===== src/rtl/fei4_rx_merger_pkg.sv =====
// Shared types and helpers for the fei4_rx FIFO merger.
package fei4_rx_merger_pkg;

  typedef enum logic {
    IDLE   = 1'b0,
    STREAM = 1'b1
  } state_t;

  localparam int WORD_W = 32;

  function automatic int idx_width(input int n);
    return (n <= 1) ? 1 : $clog2(n);
  endfunction

endpackage


===== src/rtl/fei4_rx_merger_rr_select.sv =====
// Combinational round-robin search: first requester after last, wrapping,
// with last itself checked at the very end.
module fei4_rx_merger_rr_select
  import fei4_rx_merger_pkg::*;
#(
  parameter int N  = 4,
  parameter int IW = 2
) (
  input  logic [N-1:0]  req,
  input  logic [IW-1:0] last,
  output logic          found,
  output logic [IW-1:0] idx
);

  logic [IW:0] cand;

  // Walk offsets from far to near so the nearest requester is written last.
  always_comb begin
    found = 1'b0;
    idx   = '0;
    cand  = '0;
    for (int k = N; k >= 1; k--) begin
      cand = {1'b0, last} + (IW+1)'(k);
      if (cand >= (IW+1)'(N)) cand = cand - (IW+1)'(N);
      if (req[cand[IW-1:0]]) begin
        found = 1'b1;
        idx   = cand[IW-1:0];
      end
    end
  end

endmodule


===== src/rtl/fei4_rx_merger.sv =====
// Merges up to CHANNELS fei4_rx FWFT FIFOs into one 32-bit ready/valid stream
// with round-robin bursts and saturating per-channel word counters.
module fei4_rx_merger
  import fei4_rx_merger_pkg::*;
#(
  parameter int CHANNELS  = 4,
  parameter int BURST_MAX = 16,
  parameter int CNT_WIDTH = 16
) (
  input  logic                          BUS_CLK,
  input  logic                          BUS_RST_N,
  input  logic [CHANNELS-1:0]           RX_FIFO_EMPTY,
  input  logic [WORD_W*CHANNELS-1:0]    RX_FIFO_DATA,
  output logic [CHANNELS-1:0]           RX_FIFO_READ,
  input  logic [CHANNELS-1:0]           CH_ENABLE,
  input  logic                          CNT_CLEAR,
  output logic [WORD_W-1:0]             OUT_DATA,
  output logic                          OUT_VALID,
  input  logic                          OUT_READY,
  output logic [CNT_WIDTH*CHANNELS-1:0] WORD_CNT,
  output logic                          BUSY
);

  localparam int IW = idx_width(CHANNELS);

  state_t            state_reg;
  logic [IW-1:0]     grant_reg;
  logic [IW-1:0]     last_grant_reg;
  logic [7:0]        burst_cnt_reg;
  logic [WORD_W-1:0] out_data_reg;
  logic              out_valid_reg;

  logic [CHANNELS-1:0] req;
  logic                found;
  logic [IW-1:0]       next_grant;
  logic                slot_free;
  logic                pop;
  logic                burst_done;
  logic                stream_end;
  logic [WORD_W-1:0]   ch_data [CHANNELS];

  assign req       = CH_ENABLE & ~RX_FIFO_EMPTY;
  assign slot_free = !out_valid_reg || OUT_READY;

  for (genvar gi = 0; gi < CHANNELS; gi++) begin : g_ch
    logic [CNT_WIDTH-1:0] cnt_reg;

    assign ch_data[gi]      = RX_FIFO_DATA[WORD_W*gi +: WORD_W];
    assign RX_FIFO_READ[gi] = (state_reg == STREAM) && (grant_reg == IW'(gi)) &&
                              req[gi] && slot_free;

    // Clear wins over a same-cycle pop; that word is deliberately not counted.
    always_ff @(posedge BUS_CLK) begin
      if (!BUS_RST_N || CNT_CLEAR)
        cnt_reg <= '0;
      else if (RX_FIFO_READ[gi] && (cnt_reg != '1))
        cnt_reg <= cnt_reg + 1'b1;
    end

    assign WORD_CNT[CNT_WIDTH*gi +: CNT_WIDTH] = cnt_reg;
  end

  fei4_rx_merger_rr_select #(
    .N  (CHANNELS),
    .IW (IW)
  ) u_rr_select (
    .req   (req),
    .last  (last_grant_reg),
    .found (found),
    .idx   (next_grant)
  );

  assign pop        = |RX_FIFO_READ;
  assign burst_done = pop && ((burst_cnt_reg + 8'd1) == 8'(BURST_MAX));
  assign stream_end = burst_done || (!pop && RX_FIFO_EMPTY[grant_reg]) ||
                      !CH_ENABLE[grant_reg];

  always_ff @(posedge BUS_CLK) begin
    if (!BUS_RST_N) begin
      state_reg      <= IDLE;
      grant_reg      <= '0;
      last_grant_reg <= IW'(CHANNELS - 1);
      burst_cnt_reg  <= '0;
      out_data_reg   <= '0;
      out_valid_reg  <= 1'b0;
    end else begin
      if (pop) begin
        out_data_reg  <= ch_data[grant_reg];
        out_valid_reg <= 1'b1;
        burst_cnt_reg <= burst_cnt_reg + 8'd1;
      end else if (OUT_READY) begin
        out_valid_reg <= 1'b0;
      end

      case (state_reg)
        IDLE: begin
          if (found) begin
            grant_reg     <= next_grant;
            burst_cnt_reg <= '0;
            state_reg     <= STREAM;
          end
        end
        STREAM: begin
          if (stream_end) begin
            last_grant_reg <= grant_reg;
            state_reg      <= IDLE;
          end
        end
        default: state_reg <= IDLE;
      endcase
    end
  end

  assign OUT_DATA  = out_data_reg;
  assign OUT_VALID = out_valid_reg;
  assign BUSY      = (state_reg == STREAM);

endmodule

===== config.mk =====
export PLATFORM = sky130hd
export DESIGN_NAME = fei4_rx_merger
export DESIGN_NICKNAME = d
export VERILOG_FILES = /design/src/rtl/fei4_rx_merger_pkg.sv /design/src/rtl/fei4_rx_merger_rr_select.sv /design/src/rtl/fei4_rx_merger.sv
export SDC_FILE = /design/constraint.sdc
export NUM_CORES = 1
export LEC_CHECK = 0
export CAP_MARGIN = 20
export CORE_MARGIN = 8
export CORE_UTILIZATION = 47
export CTS_CLUSTER_DIAMETER = 40
export CTS_CLUSTER_SIZE = 30
export DETAILED_ROUTE_END_ITERATION = 12
export PLACE_DENSITY = 0.86
export REMOVE_ABC_BUFFERS = 1
export SLEW_MARGIN = 20
export SYNTH_ARGS = -nofsm -noshare
export SYNTH_HDL_FRONTEND = slang
export SYNTH_HIERARCHICAL = 1
export SYNTH_SLANG_ARGS = --single-unit

===== constraint.sdc =====
create_clock -name BUS_CLK -period 2.85 [get_ports BUS_CLK]
set_input_delay 0.4275 -clock BUS_CLK [delete_from_list [all_inputs] [get_ports BUS_CLK]]
set_output_delay 0.4275 -clock BUS_CLK [all_outputs]
set_load 0.02 [all_outputs]

; Word-level counts from Yosys, hierarchy flattened
; Cells that the tools add are included.
[op_classes]
n_addsub = 13
order_cmp = 10
eq_ne = 8
mux = 35
n_bitwise = 4
n_reduce_logical = 31
[op_table]
columns = operator, count
row1 = $add 16x1->16 const B, 4
row2 = $bmux 32 s2, 1
row3 = $mux 32, 2
row4 = $ne 16x16->1 const B, 4
row5 = $mux 8, 3
row6 = $logic_and 1x1->1, 18
row7 = $mux 2, 8
row8 = $ge 3x3->1 const B, 5
row9 = $lt 2x3->1 const B, 5
row10 = $mux 1, 14
row11 = $bmux 1 s2, 6
row12 = $add 8x1->8 const B, 1
row13 = $eq 8x5->1 const B, 1
row14 = $sub 2x1->2 const B, 4
row15 = $add 2x2->3 const B, 2
row16 = $and 4x4->4, 1
row17 = $eq 2x2->1 const B, 2
row18 = $logic_not 1->1, 4
row19 = $logic_or 1x1->1, 4
row20 = $not 4->4, 1
row21 = $reduce_and 2->1, 2
row22 = $reduce_or 4->1, 1
row23 = $add 2x1->3 const B, 1
row24 = $add 2x3->3 const B, 1
row25 = other kinds (6), 6
[totals]
reg_bits = 110
output_inout_bits = 102

; Logic depth before layout (Yosys ltp)
; Gate-level depths: netlist of the first run.
[logic_depth]
word_depth = 11
depth_mapped = 8
mapped_depth_nobuf = 7

; Cells and area by module
; The synthesis of the first run kept the hierarchy.
[modules_own_cells]
columns = mod, instances, cells_each, area_each_um2, seq_area_each_um2
row1 = fei4_rx_merger, 1, 631, 5950.7, 2202.1
row2 = fei4_rx_merger_rr_select, 1, 14, 91.3, 0.0

; Least setup slack after synthesis of the first run
; Ideal clock, no wire load.
[synth_timing]
kind = register to register
from = register g_ch[0].cnt_reg[0]
to = register g_ch[0].cnt_reg[7]
setup_time_ns = 0.128
t_arrival_ns = 1.807
slack_ns = 0.915
path_stages_with_launch = 8
synth_period_minus_slack_ns = 1.935
path_cell_list = dfxtp_1 -> ha_1 -> inv_1 -> or4_1 -> buf_2 -> o2111ai_1 -> xor2_1 -> nor2_1
[synth_via]
elab_chain_cells = 2
elab_cells_between_ends = 3
[synth_lines]
columns = item, line
row1 = start: declaration, fei4_rx_merger.sv:46  ; logic [CNT_WIDTH-1:0] cnt_reg;
row2 = start signal: assignment, fei4_rx_merger.sv:57  ; cnt_reg <= cnt_reg + 1'b1;
row3 = "parallel branches: the longest is 2 deep, another holds $add 16x1->16", n/a
; Parallel ways; which one is timed is not known.
; A chain may end at the register's enable or synchronous reset.

; Final worst setup path of the first run
[layout_timing]
from = input port OUT_READY
to = output port RX_FIFO_READ[3]
[layout_via]
elab_chain_cells = 2
[layout_lines]
columns = item, line
row1 = start: declaration, fei4_rx_merger.sv:19  ; input logic OUT_READY,
row2 = $logic_or 1x1->1, fei4_rx_merger.sv:43  ; assign slot_free = !out_valid_reg || OUT_READY;
row3 = $logic_and 1x1->1, fei4_rx_merger.sv:50  ; req[gi] && slot_free;
row4 = end: declaration, fei4_rx_merger.sv:14  ; output logic [CHANNELS-1:0] RX_FIFO_READ,
; Every way passes these cells.

==> summary.md, run 1 <==
| Metric | Value |
|---|---|
| Status | `complete, no violations` |
| Post-Synthesis Cells | `645` |
| Die W | `about 130 um` |
| Vias | `5836` |
| Final worst path period need | `about 2.5 ns` |
| Die height | `129 um` |
| CTS tree | `built` |
| I/O pins | `242` |
| Final WL | `19.6 mm` |
| Library cells used by synthesis | `62` |
| H-tree Lvls | `3` |
| Clk_lat worst skew | `around 0.34 ns` |
| DRT antenna net count | `0` |
| Hold Fails Final Rpt | `0` |
| Worst setup SP type | `input port` |
| Site row count | `41` |
| Worst reg2reg path depth | `5` |
| Share of flip-flops with an asynchronous set or reset | `0` |
| Dpl cell area | `0.00857 mm^2` |
| Worst Path Max Fanout | `6` |
| Post-DP HPWL | `15.8 mm` |
| EDFF count, synth | `0` |
| Initial antenna violation count | `2` |
| Synth Area per Inst | `9.37 um^2` |
| Routed len/inst | `around 19 um` |
| Vias per cell | `about 5.6` |
| Synth Register Bits | `110` |
| Initial core utilization | `0.481` |
| Cell Area, Synth | `approximately 0.0060 mm^2` |
| Crit end category | `output pin` |
| Die area | `~0.017 mm^2` |
| Layout net count | `1018` |
| Top_reg_cell synth | `dfxtp_1` |
| Worst Tran Pin Value | `0.597 ns` |
| Finished Cell Area | `0.00885 mm^2` |
| Max Cap Viol | `0` |
| Pin count of the biggest net entering global routing | `42` |
| Worst VDD drop | `0.000275 V` |
| Leakage | `2.98 nW` |
| Vias in the first global route | `5937` |
| Layout Cells excl Fill | `around 1000` |
| Drt drc | `0` |
| Max Slew Vio Count | `0` |
| HP Class | `register to register` |
| Data arrival, critical path | `2.07 ns` |
| Synthesis-to-layout area growth | `46.5%` |
| Overflow after GRT | `0` |
| CTS Buf Count | `9` |
| DRT iter0 DRCs | `about 440` |
| Hold Crit Depth | `2` |
| Max reg flops | `64` |
| Aggregate global-route resource usage | `0.231` |
| P per Cell Area | `381 mW/mm^2` |
| Cts hold-fix bufs | `0` |
| Worst path required time | `2.42 ns` |
| Post-cts repair resize count | `0` |
| Final setup fails | `0` |
| Final GP Congestion | `0.892` |
| Clk pin slew, worst setup/hold paths | `0.07 ns` |
| Clock Skew | `0.00524 ns` |
| Input/output buffers | `between 200 and 250` |
| Total power draw | `3.37 mW` |
| Postcts setup bufs | `0` |
| Worst r2r src | `grant_reg[0]` |
| CP Class | `input port to output pin` |
| Worst setup startpoint | `OUT_READY` |
| Sequential area share after synthesis | `0.364` |
| Clk sink count | `110` |
| Core area | `between 0.01 and 0.015 mm^2` |
| Fraction of layout instances using a drive strength above 1 | `0.0902` |
| Clock buffer depth | `2` |
| Fmax | `401 MHz` |
| CTS root buffer | `clkbuf_16` |
| Relative slew margins | `0.601` |
| Most common cell after layout, fill and taps aside | `clkdlybuf4s50_1` |
| RSZ-0062 raised after global routing | `false` |
| Global-route wire length before repair | `30.2 mm` |
| Hold_sp | `OUT_DATA[13]` |
| YS warnings | `6` |
| Period utilization | `0.875` |
| Commonest cells after routing, fill and taps aside | `clkdlybuf4s50_1, dfxtp_1, nand2_1` |
| Setup TNS | `0 ns` |
| Core Util, Final | `0.704` |
| Drt pass-1 iters | `4` |
| Inst Count DP | `1034` |
## through the flow
stage	setup slack (ns)	hold WS, ns
finish	0.356	0.463
global route	0.282	0.489
CTS	0.328	0.466
detailed placement	0.288	0.457
global placement	0.317	0.450
floorplan	-0.310	0.462
## per-layer routing
layer / GRT usage / up-vias / wire length (um)
li1: - / 2812 / -
met2: 0.432 / 248 / 10300
met3: 0.0859 / 27 / 1940
met4: 0.0878 / 2 / 450
met5: 0 / - / 13
met1: 0.225 / 2747 / 6840
## logic make-up after synthesis
group | after synthesis | synth area share
AO/OA/AOI/OAI | 115 | 0.145
adder cells (fa/ha/maj) | 5 | 0.0104
buffers and inverters | 48 | 0.0391
flip-flops | 110 | 0.364
AND/OR/NAND/NOR | 283 | 0.243
XOR/XNOR | 42 | 0.0609
multiplexers | 42 | 0.138
## Yosys cell counts, types with 2 or more instances
cell       number  area [um^2]
o21ai_0         8         40.0
mux4_2         33          743
nand4_1        20          125
clkbuf_1       13         48.8
dfxtp_1       110         2200
o211ai_1        8         60.1
buf_6           4         45.0
nor2_1         61          229
xor2_1         29          254
a2111oi_2       3         45.0
nand2_1        88          330
buf_2          12         60.1
nand2b_1        6         37.5
xnor2_1        13          114
o2111ai_1       9         78.8
a2111oi_1       2         20.0
a21oi_1        19         95.1
a31o_2          2         17.5
and4_1         13          114
ha_1            5         62.6
nor2b_1        12         75.1
buf_4           3         22.5
or4_1           7         52.6
and3_1         12         75.1
a21o_1          2         15.0
and3b_1         3         26.3
mux2i_1         9         90.1
inv_1          12         45.0
o21ai_2         2         17.5
and2_1          9         56.3
a31oi_1         5         31.3
nand3_1        22          110
nor3_1          6         30.0
o31ai_1         4         30.0
or3_1           7         43.8
a21boi_0       34          255
buf_1           4         15.0
nor3b_1         5         37.5
o21a_1          6         45.0
## final timing paths
| check | end | slack, ns |
|---|---|---|
| max | RX_FIFO_READ[3] | 0.36 |
| min | OUT_DATA[13] | 0.46 |
| max reg2reg | OUT_DATA[3] | 0.67 |
| min reg2reg | OUT_DATA[13] | 0.46 |
## layout make-up
cell class              count  area (um^2)
diodes                      1         2.50
clock buffers              13          270
clock inverters             1         5.00
fillers                   951         3720
inverters                  12         45.0
multi-input cells         487         3610
flip-flops and latches    110         2200
well taps                 172          215
repair buffers            253         2500
## power breakdown
group	internal, mW	switching (mW)	total (mW)
logic	0.358	0.228	0.586
clock network	0.654	0.533	1.19
registers	1.57	0.0335	1.60
## worst max-delay path, cell delays in order
cell and delay [ns]:
clkdlybuf4s50_1 0.44, nand2b_1 0.24, and4_1 0.32, clkdlybuf4s50_1 0.63
Power figures use the tool's default switching activity.
==> run 2: changes to the inputs <==
ABC_CLOCK_PERIOD_IN_PS = 2850   (was default)
==> results of run 2 <==
No change in the layout: final DEF, timing and power equal those of run 1.
==> run 3: changes to the inputs <==
CORE_UTILIZATION = 30   (was 47)
MAX_ROUTING_LAYER = met4   (was default)
PLACE_DENSITY = default   (was 0.86)
REMOVE_ABC_BUFFERS = default   (was 1)
==> summary.md, run 3 (synthesis gave the netlist of run 1 again) <==
| Metric | Value |
|---|---|
| Status | `complete, no violations (unchanged)` |
| Worst Path Max Fanout | `2 (was 6)` |
| H-tree Lvls | `3 (unchanged)` |
| Routing usage on met1 | `0.191 (was 0.225)` |
| DRT antenna net count | `0 (unchanged)` |
| Worst reg2reg path depth | `6 (was 5)` |
| Max Slew Vio Count | `0 (unchanged)` |
| CP peak stage delay | `0.64 ns (was 0.63 ns)` |
| Post-cts repair resize count | `0 (unchanged)` |
| Final GP Congestion | `0.794 (was 0.892)` |
| Dpl cell area | `0.00874 mm^2 (was 0.00857 mm^2)` |
| Drt drc | `0 (unchanged)` |
| Leakage | `3.00 nW (was 2.98 nW)` |
| Worst Tran Pin Value | `0.655 ns (was 0.597 ns)` |
| CTS tree | `built (unchanged)` |
| Routed len/inst | `17.1 um (was 18.7 um)` |
| Reg2Reg Setup Slack | `0.84 ns (was 0.67 ns)` |
| Post-DP HPWL | `15.6 mm (was 15.8 mm)` |
| Hold Crit Depth | `2 (unchanged)` |
| CP cell instances | `clkdlybuf4s50_1 -> nor3b_1 -> and4_1 -> clkdlybuf4s50_1 (was clkdlybuf4s50_1 -> nand2b_1 -> and4_1 -> clkdlybuf4s50_1)` |
| Input/output buffers | `241 (unchanged)` |
| Clk sink count | `110 (unchanged)` |
| Max reg flops | `64 (unchanged)` |
| Hold Fails Final Rpt | `0 (unchanged)` |
| Layout net count | `1021 (was 1018)` |
| Initial antenna violation count | `3 (was 2)` |
| Overflow after GRT | `0 (unchanged)` |
| Global-route wire length before repair | `30.9 mm (was 30.2 mm)` |
| Drt pass-1 iters | `4 (unchanged)` |
| FF/Latch Area | `0.00220 mm^2 (about the same)` |
| Area of the multi-input gates | `0.00361 mm^2 (unchanged)` |
| CTS Buf Count | `9 (unchanged)` |
| Finished Cell Area | `0.00903 mm^2 (was 0.00885 mm^2)` |
| Final setup margin | `0.323 ns (was 0.356 ns)` |
| Die area | `0.0249 mm^2 (was 0.0167 mm^2)` |
| Worst VDD drop | `0.000217 V (was 0.000275 V)` |
| Worst setup startpoint | `CH_ENABLE[1] (was OUT_READY)` |
| Busiest grt layer | `met2 (unchanged)` |
| Met3 usage | `0.0737 (was 0.0859)` |
| Pin count of the biggest net entering global routing | `35 (was 42)` |
| Worst path slowest cell | `clkdlybuf4s50_1 (unchanged)` |
| Vias in the first global route | `5788 (was 5937)` |
| Reg-to-Reg End | `g_ch[0].cnt_reg[9] (was OUT_DATA[3])` |
| Clock Skew | `0.0119 ns (was 0.00524 ns)` |
| CP Class | `input port to output pin (unchanged)` |
| CP Capture Point | `RX_FIFO_READ[1] (was RX_FIFO_READ[3])` |
| Commonest cells after routing, fill and taps aside | `clkdlybuf4s50_1, dfxtp_1, nand2_1 (unchanged)` |
| Net Count, Synth | `790` |
| Final worst path period need | `2.53 ns (was 2.49 ns)` |
| P per Cell Area | `376 mW/mm^2 (was 381 mW/mm^2)` |
| CTS root buffer | `clkbuf_16 (unchanged)` |
| Core area | `0.0200 mm^2 (was 0.0126 mm^2)` |
| Fillers | `1992 (was 951)` |
| Vias | `5657 (was 5836)` |
| Final WL | `19.8 mm (was 19.6 mm)` |
| Worst r2r src | `g_ch[0].cnt_reg[0] (was grant_reg[0])` |
| Relative slew margins | `0.563 (was 0.601)` |
| GR Layer Usage met2 | `0.249 (was 0.432)` |
| Die height | `158 um (was 129 um)` |
| I/O pins | `242 (unchanged)` |
| Most used cell, CP | `clkdlybuf4s50_1 (unchanged)` |
| Worst setup SP type | `input port (unchanged)` |
| Clk_lat worst skew | `0.35 ns (was 0.34 ns)` |
| Most common cell after layout, fill and taps aside | `clkdlybuf4s50_1 (unchanged)` |
| Initial core utilization | `0.302 (was 0.481)` |
| RSZ-0062 raised after global routing | `false (unchanged)` |
| Fraction of layout instances using a drive strength above 1 | `0.0965 (was 0.0902)` |
| Cts hold-fix bufs | `0 (unchanged)` |
| Final setup fails | `0 (unchanged)` |
| Synthesis-to-layout area growth | `49.4% (was 46.5%)` |
| Fmax | `396 MHz (was 401 MHz)` |
| Pre-CTS setup slack | `0.270 ns (was 0.288 ns)` |
| Aggregate global-route resource usage | `0.163 (was 0.231)` |
| Clk pin slew, worst setup/hold paths | `0.07 ns (about the same)` |
| Data arrival, critical path | `2.10 ns (was 2.07 ns)` |
| Die W | `158 um (was 129 um)` |
| Period utilization | `0.887 (was 0.875)` |
| Worst path required time | `2.42 ns (about the same)` |
| Setup TNS | `0 ns (unchanged)` |
| Clock buffer depth | `2 (unchanged)` |
| Site row count | `52 (was 41)` |
| Postcts setup bufs | `0 (unchanged)` |
| DRT iter0 DRCs | `193 (was 442)` |
| Vias per cell | `4.90 (was 5.56)` |
| Crit end category | `output pin (unchanged)` |
| HP Class | `register to register (unchanged)` |
| Max Cap Viol | `0 (unchanged)` |
run 3: cell count changes in the layout (fill, tap and decap cells not counted), moves of 2 or more:
cell        change
clkinvlp_4      +2
diode_2         +2
clkinv_4        +2
buf_12          +2
clkbuf_8        -3
run 3: final cells by class:
| cell class | count | share of cell area |
|---|---|---|
| timing repair buffer | 256 | 0.283 |
| inverter | 12 | 0.00499 |
| antenna | 3 | 0.000832 |
| multi-input combinational | 487 | 0.400 |
| clock buffer | 10 | 0.0254 |
| tap | 270 | 0.0374 |
| clock inverter | 6 | 0.00513 |
| sequential | 110 | 0.244 |
run 3: critical path, delay by kind of cell:
kind	cells	cell delay, ns
buf+inv	2	1.10
simple gates	2	0.57
run 3: how the worst min path moves through the flow:
stage / start / end / slack [ns]
after detailed placement: OUT_DATA[11] / OUT_DATA[11] / 0.46
final: OUT_DATA[9] / OUT_DATA[9] / 0.46
after floorplan: burst_cnt_reg[1] / burst_cnt_reg[1] / 0.46
after CTS: OUT_DATA[1] / OUT_DATA[1] / 0.47
after global routing: OUT_DATA[11] / OUT_DATA[11] / 0.48
after global placement: OUT_DATA[28] / OUT_DATA[28] / 0.45
run 3: per-stage QoR:
stage / util / instances / hold WS (ns) / total power, mW
after global placement: 0.438 / 1135 / 0.448 / 2.23
final: 0.452 / 1154 / 0.463 / 3.39
after detailed placement: 0.438 / 1135 / 0.457 / 2.23
after floorplan: - / 645 / 0.462 / 1.92
after CTS: 0.452 / 1151 / 0.466 / 3.45
after global routing: 0.452 / 1154 / 0.482 / 3.56
run 3: routing by layer:
layer / wire length (um) / part of all wire
met1: 8340 / 0.42
met2: 8910 / 0.45
met3: 2200 / 0.11
met4: 316 / 0.016
met5: 0 / 0
run 3: power by group:
part / total (mW) / switching [mW] / internal (mW)
combinational: 0.596 / 0.231 / 0.365
sequential: 1.59 / 0.0266 / 1.57
clock: 1.20 / 0.605 / 0.600
total: 3.39 / 0.862 / 2.53
